===== src/rtl/tsum_avg_divider.sv =====
// tsum_avg_divider: mean temperature AVG = Tsum / N via a bit-serial
// restoring divider that produces one quotient bit per clock.
// Ports: CLK, RESET (async, active-high), START, Tsum[SUM_W], N[N_W] in;
//        AVG[OUT_W] (saturated, held), VALID (1-cycle strobe), BUSY,
//        OVF (AVG saturated), DIV_ZERO (last request had N == 0) out.
// Option: define TSUM_AVG_ROUND_EN to round to nearest (Tsum + N/2).
module tsum_avg_divider #(
  parameter int SUM_W = 14,
  parameter int N_W   = 4,
  parameter int OUT_W = 12
) (
  input  logic             CLK,
  input  logic             RESET,
  input  logic             START,
  input  logic [SUM_W-1:0] Tsum,
  input  logic [N_W-1:0]   N,
  output logic [OUT_W-1:0] AVG,
  output logic             VALID,
  output logic             BUSY,
  output logic             OVF,
  output logic             DIV_ZERO
);

`ifdef TSUM_AVG_ROUND_EN
  localparam int DVD_W = SUM_W + 1;
`else
  localparam int DVD_W = SUM_W;
`endif
  localparam int CNT_W = $clog2(DVD_W + 1);

  typedef enum logic [1:0] {
    S_IDLE,
    S_DIVIDE,
    S_DONE
  } state_t;

  state_t r_state;
  state_t w_next;

  logic [DVD_W-1:0] r_dvd;
  logic [DVD_W-1:0] r_quo;
  logic [N_W-1:0]   r_div;
  logic [N_W:0]     r_rem;
  logic [CNT_W-1:0] r_cnt;
  logic             r_zflag;
  logic [OUT_W-1:0] r_avg;
  logic             r_valid;
  logic             r_busy;
  logic             r_ovf;
  logic             r_div_zero;

  logic [DVD_W-1:0] w_dvd_in;
  logic [N_W+1:0]   w_sh;
  logic             w_ge;
  logic [N_W:0]     w_sub;
  logic             w_ovf;

`ifdef TSUM_AVG_ROUND_EN
  // Adding N/2 before dividing turns truncation into round-to-nearest.
  assign w_dvd_in = DVD_W'(Tsum) + DVD_W'(N >> 1);
`else
  assign w_dvd_in = Tsum;
`endif

  // Remainder is always < divisor, so the shifted value fits in N_W+1
  // bits; the extra top bit only keeps the compare full-width.
  assign w_sh  = {r_rem, r_dvd[DVD_W-1]};
  assign w_ge  = w_sh >= {2'b00, r_div};
  assign w_sub = w_sh[N_W:0] - {1'b0, r_div};
  assign w_ovf = |r_quo[DVD_W-1:OUT_W];

  always_comb begin
    w_next = r_state;
    unique case (r_state)
      S_IDLE: begin
        if (START) begin
          w_next = (N != '0) ? S_DIVIDE : S_DONE;
        end
      end
      S_DIVIDE: begin
        if (r_cnt == CNT_W'(1)) begin
          w_next = S_DONE;
        end
      end
      S_DONE:  w_next = S_IDLE;
      default: w_next = S_IDLE;
    endcase
  end

  always_ff @(posedge CLK or posedge RESET) begin
    if (RESET) begin
      r_state    <= S_IDLE;
      r_dvd      <= '0;
      r_quo      <= '0;
      r_div      <= '0;
      r_rem      <= '0;
      r_cnt      <= '0;
      r_zflag    <= 1'b0;
      r_avg      <= '0;
      r_valid    <= 1'b0;
      r_busy     <= 1'b0;
      r_ovf      <= 1'b0;
      r_div_zero <= 1'b0;
    end else begin
      r_state <= w_next;
      r_valid <= 1'b0;
      unique case (r_state)
        S_IDLE: begin
          if (START) begin
            r_busy <= 1'b1;
            r_rem  <= '0;
            r_quo  <= '0;
            if (N != '0) begin
              r_dvd   <= w_dvd_in;
              r_div   <= N;
              r_cnt   <= CNT_W'(DVD_W);
              r_zflag <= 1'b0;
            end else begin
              r_zflag <= 1'b1;
            end
          end
        end
        S_DIVIDE: begin
          r_rem <= w_ge ? w_sub : w_sh[N_W:0];
          r_quo <= {r_quo[DVD_W-2:0], w_ge};
          r_dvd <= r_dvd << 1;
          r_cnt <= r_cnt - CNT_W'(1);
        end
        S_DONE: begin
          r_valid    <= 1'b1;
          r_busy     <= 1'b0;
          r_div_zero <= r_zflag;
          if (r_zflag) begin
            r_avg <= '0;
            r_ovf <= 1'b0;
          end else if (w_ovf) begin
            r_avg <= '1;
            r_ovf <= 1'b1;
          end else begin
            r_avg <= r_quo[OUT_W-1:0];
            r_ovf <= 1'b0;
          end
        end
        default: ;
      endcase
    end
  end

  assign AVG      = r_avg;
  assign VALID    = r_valid;
  assign BUSY     = r_busy;
  assign OVF      = r_ovf;
  assign DIV_ZERO = r_div_zero;

endmodule


===== config.mk =====
export PLATFORM = sky130hd
export DESIGN_NAME = tsum_avg_divider
export DESIGN_NICKNAME = d
export VERILOG_FILES = /design/src/rtl/tsum_avg_divider.sv
export SDC_FILE = /design/constraint.sdc
export NUM_CORES = 1
export LEC_CHECK = 0
export ABC_CLOCK_PERIOD_IN_PS = 2780
export BUFFER_PORTS_ARGS = -buffer_cell sky130_fd_sc_hd__buf_2
export CORE_MARGIN = 5
export CORE_UTILIZATION = 61
export DETAILED_ROUTE_END_ITERATION = 10
export PLACE_DENSITY = 0.92
export SLEW_MARGIN = 20
export SYNTH_ARGS = -nofsm -noshare
export SYNTH_HDL_FRONTEND = slang
export SYNTH_SLANG_ARGS = --single-unit

===== constraint.sdc =====
create_clock -name CLK -period 2.78 [get_ports CLK]
set_input_delay 0.139 -clock CLK [delete_from_list [all_inputs] [get_ports CLK]]
set_output_delay 0.139 -clock CLK [all_outputs]
set_load 0.02 [all_outputs]

==> metrics.md <==
| Metric | Value |
|---|---|
| Clock Latency Late Sink | 0.34 ns |
| RR Endpoint | r_rem[0] |
| Most frequent cells in the layout | dfrtp_1, nand2_1, buf_2 |
| Setup TNS Final | 0 ns |
| Max Fanout on Critical Path | 7 |
| Part of the Yosys area used for sequential elements | 55.56% |
| Vias | 2,071 |
| Synth warnings | 0 |
| IO Pins | 37 |
| Critical Path Slowest Stage Cell | fa_1 |
| Hold-fix buffers, CTS | 1 |
| Total GRT Usage | 20.70% |
| Hold WS | 0.05011 ns |
| Level count of the clock H-tree | 3 |
| Initial Utilization | 62.50% |
| Worst hold endpoint | r_dvd[2] |
| Core Area | 4324 sq um |
| Antenna Nets Post-Route | 0 |
| Die W | 76.56 um |
| Slew Limit Fails | 0 |
| Global-route wire length before repair | 9563 um |
| VDD IR max | 651.4 uV |
| Setup crit end kind | flip-flop |
| Worst hold path type | in -> reg |
| Avg Cell Area, Syn | 10.05 sq um |
| Post-synthesis cell type count | 36 |
| CTS sink count | 60 |
| Clock period minus worst slack | 1.974 ns |
| Synth area leader | dfrtp_1 |
| Synth Flop Type | dfrtp_1 |
| RSZ-0062 raised after global routing | no |
| MaxCap Viol Count | 0 |
| # fillers | 310 |
| Setup violations, final | 0 |
| Area growth, synth to finish | 16.20% |
| Largest net degree at the start of global routing | 34 |
| Largest cells by area after synthesis | dfrtp_1, nand2_1, a22o_1 |
| DR pass1 iterations | 4 |
| DRT iter0 DRCs | 155 |
| Grt ovf | 0 |
| EDFF count, synth | 0 |
| Status | complete, no violations |
| GPL Wtd Cong | 0.8285 |
| Fin util | 72.63% |
| Met1 usage | 25.96% |
| Clock skew | 0.009221 ns |
| CP arrival | 2.16 ns |
| Setup bufs post-CTS | 0 |
| Commonest non-fill, non-tap cell in the layout | dfrtp_1 |
| Worst Tran Pin Value | 0.7045 ns |
| Period utilization | 71.00% |
| WS Path Type | reg -> reg |
| Hold Fails Final Rpt | 0 |
| Register area | 1501 sq um |
| Reg2reg path depth | 7 |
| CTS tree | done |
| Synthesized net count | 297 |
| Required @ worst endpoint | 2.97 ns |
| Pre-CTS setup slack | 0.8419 ns |
| Pwr dens | 1190 nW/um^2 |
| Synth Cell Area | 2703 sq um |
| CTS max path bufs | 2 |
| Synth async-reset ratio | 100.0% |
| Vias in the first global route | 2,056 |
| Vias/cell | 5.674 |
| CP Cell Sequence | inv_1 -> ha_1 -> fa_1 -> nand2b_1 -> a21oi_2 -> or2_2 -> o311ai_0 |
| Met3 Use GR | 7.920% |
| Area after DPL | 2929 sq um |
| Area of the multi-input gates | 1092 sq um |
| Row count | 24 |
| CTS Buf Count | 9 |
| Clock Pin Slew Worst Setup and Hold Paths | 0.07 ns |
| Wirelength per Cell | 15.20 um |
| Share of cells above drive strength 1 | 23.96% |
| Worst setup SP type | flip-flop |
| Leak | 1.548 nW |
| Nets | 336 |
| Most used routing layer | met2 |
| Yosys reg bits | 60 |
| Yosys top cell area share | 55.56% |
| Initial antenna violation count | 0 |
| Worst Hold Depth | 3 |
| Final instance area | 3141 sq um |
| DP Wirelength | 3723 um |
| Port Buffers | 36 |
| Reg2reg setup slack | 0.81 ns |
| Synthesized instance count | 269 |
| Chip Height | 76.56 um |
| Slowest cell delay on critical path | 0.38 ns |
| DRC viols | 0 |
| Final wirelength | 5547 um |
| Root Buffer | clkbuf_8 |
| PostCTS Resize Cnt | 0 |
| Worst rel slew slack | 53.03% |
| Fmax | 506.7 MHz |
| R2r startpoint | r_dvd[13] |
| Met2 Usage GRT | 32.19% |
| Hold Crit Start | Tsum[2] |
| Ant. Diodes | 0 |
| Die footprint | 5861 sq um |
| Final worst setup slack | 0.8063 ns |
## how the worst max path moves through the flow
stage / from / end / slack [ns]
floorplan: r_dvd[13] / r_rem[2] / 1.02
CTS: r_dvd[13] / r_rem[0] / 0.83
global placement: r_dvd[13] / r_rem[1] / 0.93
finish: r_dvd[13] / r_rem[0] / 0.81
detailed placement: r_dvd[13] / r_rem[1] / 0.84
global route: r_dvd[13] / r_rem[1] / 0.67
## layer usage
metal | wire [um] | share of wire, %
met5 | 0 | 0
met4 | 54 | 0.97
met3 | 421 | 7.6
met2 | 2730 | 49
met1 | 2341 | 42
## cell type report
class / instances / area share [%]
Clock buffer: 10 / 4.382
Clock inverter: 6 / 2.032
Inverter: 10 / 1.195
Multi-Input combinational cell: 183 / 34.78
Sequential cell: 60 / 47.81
Tap cell: 52 / 2.072
Timing Repair Buffer: 44 / 7.729
## worst max-delay path, delay by kind of cell, from the launching register on
kind | cells | cell delay, ns
adder cells (fa/ha/maj) | 2 | 0.60
AND/OR/NAND/NOR | 2 | 0.39
AO/OA/AOI/OAI | 2 | 0.38
flip-flops | 1 | 0.37
buffers and inverters | 1 | 0.07
## state kept, by name (all words and copies together), names as in the netlist
signal / flops
r_dvd: 14
r_quo: 14
AVG: 12
r_rem: 5
r_cnt: 4
r_div: 4
r_state: 2
BUSY: 1
DIV_ZERO: 1
OVF: 1
VALID: 1
r_zflag: 1
## power by group
| part | internal (mW) | switching, mW | leakage, nW |
|---|---|---|---|
| Clock | 0.436 | 0.352 | 0.0983 |
| Combinational | 0.613 | 0.835 | 0.694 |
| Sequential | 1.24 | 0.266 | 0.756 |
| Total | 2.29 | 1.45 | 1.55 |
## metrics by stage
| stage | power, mW | std cells |
|---|---|---|
| final | 3.737 | 365 |
| after global routing | 4.044 | 365 |
| after CTS | 3.760 | 365 |
| after detailed placement | 2.947 | 348 |
| after global placement | 2.854 | 348 |
| after floorplan | 2.594 | 269 |
## kinds of logic (layout without fill, tap and decap cells)
logic type,count (synthesis),in the layout,synth area share (%)
AO/OA/AOI/OAI,64,64,16.95
multiplexers,6,6,2.500
flip-flops,60,60,55.56
adder cells (fa/ha/maj),7,7,3.518
AND/OR/NAND/NOR,105,105,16.90
buffers and inverters,26,70,4.260
XOR/XNOR,1,1,0.3241
## Yosys cell counts (2+ instances only)
master	count
o21ai_0	6
clkbuf_1	2
nor2_1	34
ha_1	6
mux2_2	6
nand3b_1	3
a21oi_1	6
buf_2	14
inv_1	10
nand2_1	52
o311ai_0	2
a21oi_2	2
o31ai_1	13
nor3_1	2
a31oi_1	13
a22o_1	15
or2_2	2
nand2b_1	3
dfrtp_1	60
o21ai_1	2
Power figures use the tool's default switching activity.
